===== config.mk =====
export PLATFORM = sky130hd
export DESIGN_NAME = pwm_compare_deadtime
export DESIGN_NICKNAME = d
export VERILOG_FILES = /design/src/rtl/pwm_pkg.sv /design/src/rtl/pwm_compare_deadtime_deadtime_insert.sv /design/src/rtl/pwm_compare_deadtime.sv
export SDC_FILE = /design/constraint.sdc
export NUM_CORES = 1
export LEC_CHECK = 0
export ABC_CLOCK_PERIOD_IN_PS = 2050
export BUFFER_PORTS_ARGS = -buffer_cell sky130_fd_sc_hd__buf_2
export CAP_MARGIN = 20
export CELL_PAD_IN_SITES_DETAIL_PLACEMENT = 0
export CELL_PAD_IN_SITES_GLOBAL_PLACEMENT = 1
export CORE_AREA = 2 2 89 112
export DETAILED_ROUTE_END_ITERATION = 10
export DIE_AREA = 0 0 91 114
export PLACE_DENSITY_LB_ADDON = 0.1
export SLEW_MARGIN = 20
export SYNTH_ARGS = -nofsm -noshare
export SYNTH_HDL_FRONTEND = slang
export SYNTH_HIERARCHICAL = 1
export SYNTH_SLANG_ARGS = --single-unit

===== constraint.sdc =====
create_clock -name MClk -period 2.05 [get_ports MClk]
set_input_delay 0.3075 -clock MClk [delete_from_list [all_inputs] [get_ports MClk]]
set_output_delay 0.3075 -clock MClk [all_outputs]
set_load 0.01 [all_outputs]

===== src/rtl/pwm_pkg.sv =====
// pwm_pkg: shared state encoding and default widths for the compare/dead-time stage.
package pwm_pkg;
    typedef enum logic [2:0] {IDLE, HI, DEAD_TO_LO, LO, DEAD_TO_HI} pwm_state_t;
    localparam int PWM_BIT_WIDTH_DEF = 16;
    localparam int PWM_DT_WIDTH_DEF = 8;
endpackage


===== src/rtl/pwm_compare_deadtime_deadtime_insert.sv =====
// deadtime_insert: complementary gate FSM with dead counter; PWM_FAULT_LATCH_EN adds a fault latch.
module deadtime_insert
    import pwm_pkg::*;
#(
    parameter int DT_WIDTH = PWM_DT_WIDTH_DEF
) (
    input  logic                MClk,
    input  logic                Rst,
    input  logic                En,
    input  logic                raw,
    input  logic [DT_WIDTH-1:0] DeadTime,
`ifdef PWM_FAULT_LATCH_EN
    input  logic                Fault,
    input  logic                FaultClr,
    output logic                Faulted,
`endif
    output logic                PwmH,
    output logic                PwmL
);
    pwm_state_t state, state_n;
    logic [DT_WIDTH-1:0] cnt, cnt_n;
    logic hold, dt_zero, cnt_one;
    assign dt_zero = DeadTime == '0;
    assign cnt_one = cnt == DT_WIDTH'(1);
`ifdef PWM_FAULT_LATCH_EN
    always_ff @(posedge MClk) begin
        if (Rst) Faulted <= 1'b0;
        else if (Fault) Faulted <= 1'b1;
        else if (FaultClr) Faulted <= 1'b0;
    end
    assign hold = ~En | Fault | (Faulted & ~FaultClr);
`else
    assign hold = ~En;
`endif
    always_ff @(posedge MClk) begin
        if (Rst) begin
            state <= IDLE;
            cnt <= '0;
        end else begin
            state <= state_n;
            cnt <= cnt_n;
        end
    end
    // A dead window that sees raw revert returns straight to the side it came from.
    always_comb begin
        state_n = state;
        cnt_n = cnt;
        if (hold) begin
            state_n = IDLE;
            cnt_n = '0;
        end else begin
            unique case (state)
                IDLE: begin
                    state_n = dt_zero ? (raw ? HI : LO) : (raw ? DEAD_TO_HI : DEAD_TO_LO);
                    cnt_n = DeadTime;
                end
                HI: if (!raw) begin
                    state_n = dt_zero ? LO : DEAD_TO_LO;
                    cnt_n = DeadTime;
                end
                LO: if (raw) begin
                    state_n = dt_zero ? HI : DEAD_TO_HI;
                    cnt_n = DeadTime;
                end
                DEAD_TO_LO: begin
                    state_n = raw ? HI : (cnt_one ? LO : DEAD_TO_LO);
                    cnt_n = (raw || cnt_one) ? '0 : cnt - DT_WIDTH'(1);
                end
                DEAD_TO_HI: begin
                    state_n = !raw ? LO : (cnt_one ? HI : DEAD_TO_HI);
                    cnt_n = (!raw || cnt_one) ? '0 : cnt - DT_WIDTH'(1);
                end
                default: begin
                    state_n = IDLE;
                    cnt_n = '0;
                end
            endcase
        end
    end
    always_comb begin
        PwmH = state == HI;
        PwmL = state == LO;
    end
endmodule


===== src/rtl/pwm_compare_deadtime.sv =====
// pwm_compare_deadtime: carrier compare with valley-synchronised duty and dead-time gate drives.
// Optional fault latch ports/logic when PWM_FAULT_LATCH_EN is defined.
module pwm_compare_deadtime
    import pwm_pkg::*;
#(
    parameter int BIT_WIDTH = PWM_BIT_WIDTH_DEF,
    parameter int DT_WIDTH  = PWM_DT_WIDTH_DEF
) (
    input  logic                 MClk,
    input  logic                 Rst,
    input  logic                 En,
    input  logic [BIT_WIDTH-1:0] TWave,
    input  logic [BIT_WIDTH-1:0] LowerLimit,
    input  logic [BIT_WIDTH-1:0] DutyCmp,
    input  logic                 DutyWr,
    input  logic [DT_WIDTH-1:0]  DeadTime,
`ifdef PWM_FAULT_LATCH_EN
    input  logic                 Fault,
    input  logic                 FaultClr,
    output logic                 Faulted,
`endif
    output logic                 PwmH,
    output logic                 PwmL,
    output logic [BIT_WIDTH-1:0] DutyActive
);
    logic [BIT_WIDTH-1:0] tw_q, shadow;
    logic pending, raw_q, valley;
    assign valley = tw_q <= LowerLimit;
    // A write landing in a valley cycle bypasses the shadow entirely.
    always_ff @(posedge MClk) begin
        if (Rst) begin
            tw_q <= '0;
            raw_q <= 1'b0;
            shadow <= '0;
            pending <= 1'b0;
            DutyActive <= '0;
        end else begin
            tw_q <= TWave;
            raw_q <= tw_q < DutyActive;
            if (DutyWr) shadow <= DutyCmp;
            DutyActive <= (DutyWr && valley) ? DutyCmp : (valley && pending) ? shadow : DutyActive;
            pending <= DutyWr ? !valley : pending && !valley;
        end
    end
    deadtime_insert #(.DT_WIDTH(DT_WIDTH)) u_dt (
        .MClk     (MClk),
        .Rst      (Rst),
        .En       (En),
        .raw      (raw_q),
        .DeadTime (DeadTime),
`ifdef PWM_FAULT_LATCH_EN
        .Fault    (Fault),
        .FaultClr (FaultClr),
        .Faulted  (Faulted),
`endif
        .PwmH     (PwmH),
        .PwmL     (PwmL)
    );
endmodule


Word level (Yosys, flattened, before mapping)
Cells that the tools add are included.

storage, ports and cells
  input port bits = 60
  word-level logic and storage cells = 50
  register bits after elaboration = 61

cells by class
  multiplexer cells = 20
  reduce and logical (&&, ||, !) cells = 12
  add/subtract/negate cells = 1
  order comparisons = 2
  eq/ne operators = 7
  bitwise logic cells = 1

operator list
  kind                                                                 count
  8-bit case mux with 5 select lines                                   1
  16-bit two-way mux                                                   2
  8-bit two-way mux                                                    4
  3-bit two-way mux                                                    8
  16-bit less-or-equal comparator                                      1
  16-bit < comparator                                                  1
  3-bit case mux with 5 select lines                                   1
  8-bit by 1-bit == test with 1-bit output (second input constant)     1
  8-bit logical NOT                                                    1
  8-bit by 1-bit subtractor with 8-bit output (second input constant)  1
  3-bit by 2-bit == test with 1-bit output (second input constant)     2
  3-bit by 1-bit == test with 1-bit output (second input constant)     1
  3-bit == test (second input constant)                                1
  1-bit logical AND                                                    3
  3-bit logical NOT                                                    1
  1-bit two-way mux                                                    3
  1-bit logical NOT                                                    2
  1-bit logical OR                                                     2
  2-bit two-way mux                                                    1
  2-bit by 1-bit != test with 1-bit output (second input constant)     1
  2-bit != test (second input constant)                                1
  2-bit AND reduction                                                  1
  2-bit nonzero test                                                   1
  2-bit OR reduction                                                   1
  1-bit inverter                                                       1

Logic depth before layout (Yosys ltp)
Gate-level depths: netlist of run 1.

  word-level depth = 4
  depth in mapped cells = 10

Modules after synthesis
The synthesis of run 1 kept the hierarchy.

modules (own cells, without submodules)
  module                area each (um^2)  seq. area each (um^2)  cells each  times used
  pwm_compare_deadtime  2,462.4           1,001.0                251         1
  deadtime_insert       898.4             220.2                  108         1

Worst setup path after synthesis of run 1
No wires, ideal clock.

  path kind = in2reg
  start point = input LowerLimit[15]
  end point = register DutyActive[10]
  required time = 1,929 ps
  cell stages on the path = 10
  slack = -117 ps
  library setup time = 121 ps
  arrival = 2,045 ps
  path buffers = 2
  cell sequence = inv_1 ha_1 nand4_2 nor4_2 a21bo_1 o211ai_2 a21o_1 buf_6 buf_12 mux2_4

on the way
  word-level cells in the longest chain between the ends = 3

ends and longest elaborated chain
  what                                                      RTL line                    RTL
  start, declared                                           pwm_compare_deadtime.sv:13  input logic [BIT_WIDTH-1:0] LowerLimit,
  16-bit less-or-equal comparator (*)                       pwm_compare_deadtime.sv:28  assign valley = tw_q <= LowerLimit;
  1-bit logical AND                                         pwm_compare_deadtime.sv:41  DutyActive <= (DutyWr && valley) ? DutyCmp : (valley && pending) ? shadow : DutyActive;
  16-bit two-way mux or 2-bit nonzero test (tied branches)  --
  end signal, assigned                                      pwm_compare_deadtime.sv:41
  end, declared                                             pwm_compare_deadtime.sv:24  output logic [BIT_WIDTH-1:0] DutyActive

Every way passes the cells marked *; elsewhere a longest branch is shown, timed or not.
A chain may end at the register's enable or synchronous reset.

Worst setup path after layout of run 1
  start point = register tw_q[11]
  end point = register DutyActive[2]

on the way
  word-level cells in the longest chain between the ends = 3

ends and longest elaborated chain
  what                                                      RTL line                    RTL
  start, declared                                           pwm_compare_deadtime.sv:26  logic [BIT_WIDTH-1:0] tw_q, shadow;
  start signal, assigned                                    pwm_compare_deadtime.sv:38  tw_q <= TWave;
  16-bit less-or-equal comparator (*)                       pwm_compare_deadtime.sv:28
  1-bit logical AND                                         pwm_compare_deadtime.sv:41
  16-bit two-way mux or 2-bit nonzero test (tied branches)  --

Marks and branches as above.

==> results of run 1 <==
-- registers in the layout (all words and copies together) (netlist names) --
| name | flops |
|---|---|
| raw_q | 1 |
| u_dt/state | 3 |
| DutyActive | 16 |
| shadow | 16 |
| tw_q | 16 |
| u_dt/cnt | 8 |
| pending | 1 |
-- per-stage QoR --
stage                     setup TNS [ns]  instances  setup slack (ns)
after floorplan                  -0.0626        359          -0.00626
after global placement             -3.61        567            -0.247
after detailed placement           -4.15        567            -0.289
after CTS                          -1.59        586            -0.110
after global routing               -3.59        588            -0.233
final                              -1.50        588            -0.107
-- power groups by stage --
stage | clock (uW) | sequential (uW) | combinational, uW
2_1_floorplan | 0 | 1340 | 436
3_3_place_gp | 0 | 1360 | 626
3_5_place_dp | 0 | 1360 | 635
4_1_cts | 1440 | 1340 | 659
5_1_grt | 1490 | 1350 | 733
6_report | 1400 | 1340 | 653
-- Yosys cell counts, types with 5 or more instances --
cell	number
nand3_1	6
a32oi_1	5
ha_1	33
nand2_1	14
mux2i_1	16
mux2_4	10
mux2_2	6
o21ai_0	6
nor2_1	44
inv_1	43
a31oi_1	9
a21oi_1	16
clkbuf_1	8
nor2b_1	20
a21o_1	5
dfxtp_1	61
-- cells by family (layout without fill, tap and decap cells) --
| group | count (synthesis) | after routing | synth area share, % |
|---|---|---|---|
| fa+ha+maj | 33 | 33 | 12.3 |
| buf+inv | 58 | 161 | 7.93 |
| flops | 61 | 61 | 36.3 |
| compound gates | 64 | 64 | 13.1 |
| xor+xnor | 1 | 1 | 0.484 |
| mux | 32 | 32 | 11.2 |
| simple gates | 110 | 110 | 18.6 |
-- routing by layer --
| layer | wire length [um] | vias to the layer above | GRT usage [%] |
|---|---|---|---|
| met5 | 0 | - | 0 |
| met4 | 175 | 0 | 8.48 |
| met3 | 288 | 12 | 2.44 |
| met2 | 4320 | 59 | 30.7 |
| met1 | 3430 | 1284 | 18.9 |
| li1 | - | 1442 | - |
-- final timing paths --
kind                                  start            end  slack, ns  depth (start not counted)
worst max-delay path               tw_q[11]  DutyActive[2]      -0.11                         11
worst min-delay path               TWave[4]        tw_q[4]       0.19                          2
worst max register to register     tw_q[11]  DutyActive[2]      -0.11                         11
worst min register to register  u_dt/cnt[1]    u_dt/cnt[1]       0.49                          2
-- what timing repair did --
item                                    in CTS  in global routing
pin swaps                                    1                  3
buffers inserted                             2                  2
gates cloned                                 1                  0
resized for setup                            2                  2
endpoints found under the setup margin      16                 16
-- layout make-up --
class                   instances  area, um2  share of cell area (%)
clock buffers                  12        256                    5.88
clock inverters                 4       22.5                   0.516
inverters                      43        174                    3.99
repair buffers                102        606                    13.9
multi-input cells             240       1920                    44.0
flip-flops and latches         61       1230                    28.1
well taps                     126        158                    3.62
==> summary.md, run 1 <==
The count of buffer and inverter cells on the critical path was 4; the post-route standard cell area excluding fillers was 4360 um2. The total power divided by cell area is 777 nW/um2, and the initial antenna violation count is 0. The cell row count was 40. The routed design has 8.22 mm of wire. During synthesis, Yosys emitted a total of 6 warnings. Setup repair after global routing could not meet its margin everywhere. The sort of element at the end of the critical path was a flip-flop.

78 I/O pins were placed. Initial cell density of the core: 35.7%. The flow ran to the end, but the final reports show violations. The tool flagged a number of max-cap violations equal to 0. The critical path goes through ha_4 > nand4_1 > buf_4 > buf_4 > buf_4 > nor2_1 > a21oi_1 > o211ai_2 > a21o_4 > buf_12 > mux2_2. The maximum number of pins on one net before global-route repair is 24, and the proportion of power drawn by flip-flops and latches is 39.4%. The shortest period the worst path allows is 2.16 ns, and the number of hold buffers added after cts is 0.

The worst path required time was 2.27 ns. The reported net switching power was 916 uW. TritonCTS built the clock tree. In this design, the stage delay of the slowest critical-path cell is 0.33 ns. The number of antenna diodes in the final layout is 0.

The library cells used most frequently in the layout, excluding fill and tap cells, are 77 x buf_2, 57 x dfxtp_1, 44 x nor2_1. Cells with a size suffix above 1 make up 34.8% of the layout. The routed layout has 2797 vias.

Path type of the worst min-delay path: in2reg. The part of the Yosys area used for sequential elements is 36.3%, and the register clock-pin slew on the reported worst setup and hold paths is 0.05 ns. No sink is reached through more buffers than the 2 on the longest clock path. The tools report the minimum setup slack in the final design as -0.107 ns. Compared with the post-synthesis result, the final layout area differs by 29.7%.

By startpoint and endpoint, the worst setup path is classified as reg2reg. In this run, CTS created clock tree buffers numbering 9. Clock tree root driver cell: clkbuf_16. In the routed design, unresolved DRC markers number 0. The first routing iteration left 102 violations. The logs give 0 for the number of pins exceeding their max-slew limit in the final report and 9410 um2 for the area inside the core boundary. Setup violations remaining at the end of the flow were counted as 16.

Final critical-path share of the clock period: 105%. CTS built an H-tree with a depth of 3. The die height was 114 um; the chip width was 91 um. Data on the critical path arrives at its endpoint at 2.37 ns.

Clock latency on the worst-skew pair, taken at its later pin, is 0.33 ns. The final-layout worst hold slack is 0.185 ns. The first global-routing pass estimated 13.5 mm of wire.

In this run the cell area measured after placement is 4010 um2. The share of synthesized area in the top cell type comes to 36.3%. Total of flip-flops plus latches after synthesis: 61.

Remaining global-route overflow: 0. The total die area is 10400 um2. The synthesized netlist occupies a cell area of 3360 um2. For this run, the detailed router's first-pass iteration total came to 4. The most common cell after layout, fill and taps aside is buf_2.

The synthesized netlist contains 49 unique library cells. Detailed placement ended at an HPWL of 6.40 mm. The run gives 46.3% as the final core utilization. On the final layout, the worst clock skew is 0.00579 ns. The gate family responsible for the most delay along the worst path was buffers and inverters. The final reports fail on negative setup slack.

The wire length per cell after detailed routing came out at 14.0 um. At the pin with the least slew margin, the transition time is 0.483 ns. The net count of the finished layout is 550.

Largest area contributor in the netlist: dfxtp_1. The worst pin sits at a relative slew slack of 67.7%. In this design, the critical path's most frequently occurring cell is buf_4. Dividing the synthesized area by the synthesized cell count gives 9.36 um2. The slowest stage of the critical path is the dfxtp_2 cell. The congestion estimate from routability-driven global placement came to 0.823.

Synthesis handed over a netlist of 359 instances. After detailed routing, the number of vias per cell comes to 4.76. Ranked by total cell area, the synthesized netlist is headed by dfxtp_1 36%, ha_1 12%, nor2_1 4.9%. For this run, the leading register cell type out of synthesis is dfxtp_1. Along the worst path, the maximum fanout reaches 8. The worst setup path is launched from a flip-flop.

For the total design power, the log shows 3390 uW. VDD sags by at most 0.371 mV. Based on the critical path, the design can be clocked at up to 0.464 GHz.

The share of power burned in combinational logic is 19.3%, and the share of total power in the clock network is 41.3%. The fraction of power spent switching nets came out at 27.0%. The run gives 2470 uW as the cell-internal power.

For the count of final hold-check violations, the log shows 0. When the netlist entered floorplanning its net count stood at 452. The async set-or-reset flop fraction in the synthesized netlist came out at 0%.

The final antenna-violating net count is 0, and the final-layout fill cell count is 956. The global router's overall resource usage was 16.8%; the number of buffers added on ports was 77. For this design the static power due to leakage is 0.00205 uW. For the clock sink count, the log shows 61.

The number of synthesized flops with an enable pin was 0. The number of global-route vias before repair came out at 2805.
No activity file was read; power rests on OpenSTA's default activity.
==> run 2, diff against run 1 <==
Settings changed: CORE_AREA 2 2 89 112 to 2 2 88 111, CTS_BUF_LIST from default to sky130_fd_sc_hd__clkbuf_8, DIE_AREA 0 0 91 114 to 0 0 90 113.
==> summary.md, run 2 (synthesis gave the netlist of run 1 again) <==
Area growth from synthesis to final layout: 24.6%. The tools report the headroom to the max-slew limit as 67.3%. In this run the horizontal extent of the chip is 90 um. The initialized floorplan defines 39 standard-cell rows. For the worst-skew pair later-pin latency, the log shows 0.35 ns. The most common cell after layout, fill and taps aside is buf_2.

The initial utilization of the core area, before any placement, comes to 37.0%. For this design, the sink count on the clock tree is 61. The layout cell share with drive strength beyond 1 is 33.3%, and the number of global-route vias before repair is 2672.

The worst path uses 107% of the clock period. The top cell types in the final layout, fill and taps aside, are 77 x buf_2, 59 x dfxtp_1, 44 x nor2_1. In this run the worst path has a maximum fanout of 16. Sort of element at the end of the critical path: a flip-flop. The data arrival time at the worst-slack endpoint is 2.42 ns, and the count of endpoints failing setup in the final report is 16.

In this run, CTS created clock tree buffers numbering 9. In the final layout, the registers with the most flip-flops are DutyActive x16, shadow x16, tw_q x16. Dividing the detail-routed via count by the number of cells gives 4.72.

The run gives 78 as the count of boundary I/O pins. Port buffering added 77 buffers. The worst-case IR drop observed on VDD is 0.311 mV.

The logs give 10200 um2 for the total die area and 0 for the number of hold buffers added after cts. TritonCTS built the clock tree. The leakage power total is 0.00198 uW, and the number of antenna cells inserted is 0.

The critical path goes through ha_4 > nand4_1 > nor4_2 > a21bo_1 > o211ai_2 > a21o_1 > buf_12 > mux2_2. The number of H-tree levels is 3, and the minimum setup slack in the final design is -0.134 ns. Final antenna-violating net count: 0.

The initial antenna violation count was 0; the sequential cell area in the final layout was 1220 um2. The post-CTS setup buffer count was 0; the die height was 113 um. For this block, the routed nets add up to 7.95 mm of wire. Register clock-pin slew on the reported worst setup and hold paths: 0.07 ns. The tree is rooted in a clkbuf_8. The tools report the remaining global-route overflow as 0. The worst path in the final design needs a cycle of 2.18 ns, including I/O delays and setup.

The highest achievable clock rate was 0.458 GHz. Setup repair after global routing could not meet its margin everywhere. For this run, the total global-route usage over all layers was measured as 16.5%. The number of pins exceeding their max-slew limit in the final report was 0.

The tools report the maximum number of pins on one net before global-route repair as 26. For the final-layout fill cell count, the log shows 952. The worst clock skew on the final layout is 0.00981 ns, and the register-to-register path setup slack is -0.13 ns. Setup total negative slack on the finished layout was measured at -1.69 ns.

The launching element type of the critical path is a flip-flop. The slew at the pin closest to its max-slew limit came out at 0.489 ns. The logs give 544 for the number of nets in the layout and 9080 um2 for the area inside the core boundary. The tools report the footprint of the multi-input gates as 1920 um2. The global-route wire length before repair was 13.2 mm. The logs give 2930 uW for the total design power and 0 for the count of max-cap constraint violations. For the maximum count of clock buffers along a single path, the log shows 2. For the number of remaining DRC errors, the log shows 0. The final reports fail on negative setup slack. Timing analysis after detailed placement gives a worst setup slack of -0.310 ns.

The flow ran to the end, but the final reports show violations. The total iterations of the first detailed-routing run is 4. The worst-path cell with the longest stage delay is dfxtp_2. The wire length per cell after detailed routing is 13.7 um, and the vias after detailed routing is 2733. The largest single stage delay on the critical path is 0.34 ns. At the end of routability-driven placement, the weighted congestion stood at 0.853.

The initial detailed-routing violation count was 91; the worst path required time was 2.29 ns. In this run the power density over the cells is 699 nW/um2. Startpoint-to-endpoint class of the critical path: reg2reg. The count of final hold-check violations was 0. Path type of the worst min-delay path: in2reg.

The HPWL reported at the end of detailed placement came out at 6.24 mm.
run 2: changes by cell type in the layout (fill, tap and decap cells not counted), sizes merged:
cell    delta
buf        -6
clkbuf     -1
inv        +1
run 2: cell type report:
| cell class | count | share of cell area (%) |
|---|---|---|
| flip-flops and latches | 61 | 29.2 |
| repair buffers | 96 | 12.9 |
| clock buffers | 11 | 3.62 |
| well taps | 123 | 3.67 |
| clock inverters | 5 | 0.627 |
| inverters | 43 | 4.15 |
| multi-input cells | 240 | 45.8 |
run 2: final timing paths:
kind | to | cells after the start | startpoint
max reg2reg | DutyActive[1] | 8 | tw_q[11]
max | DutyActive[1] | 8 | tw_q[11]
min | tw_q[12] | 2 | TWave[12]
min reg2reg | u_dt/cnt[1] | 2 | u_dt/cnt[1]
run 2: repair_timing:
action | 4_1_cts | 5_1_grt
setup endpoints to repair | 16 | 16
pin swaps | 0 | 0
gates resized for setup | 2 | 0
run 2: metal layers:
| metal | track usage, % | vias to the layer above | part of all wire [%] |
|---|---|---|---|
| met4 | 7.28 | 0 | 1.7 |
| met2 | 28.7 | 62 | 50 |
| met3 | 4.33 | 10 | 4.5 |
| met1 | 19.0 | 1239 | 43 |
| met5 | 0 | - | 0 |
| li1 | - | 1422 | - |
run 2: worst max-delay path, delay by kind of cell (launching register included):
| kind | cells | cell delay, ns |
|---|---|---|
| adder cells (fa/ha/maj) | 1 | 0.26 |
| buffers and inverters | 1 | 0.18 |
| AO/OA/AOI/OAI | 3 | 0.48 |
| multiplexers | 1 | 0.34 |
| flip-flops | 1 | 0.34 |
| AND/OR/NAND/NOR | 2 | 0.47 |
run 2: power by group:
part / leakage [uW] / total, uW / internal, uW / switching [uW]
Sequential: 0.000504 / 1330 / 1260 / 68.6
Combinational: 0.00138 / 626 / 311 / 315
Clock: 0.0000963 / 969 / 493 / 476
run 2: per-stage QoR:
step	std cells	hold WS (ns)	area, um2	util, %
after floorplan	359	0.423	3410	-
after global placement	563	0.477	4000	44.1
after detailed placement	563	0.479	4000	44.1
after CTS	579	0.146	4190	46.1
after global routing	579	0.157	4190	46.1
final	579	0.165	4190	46.1
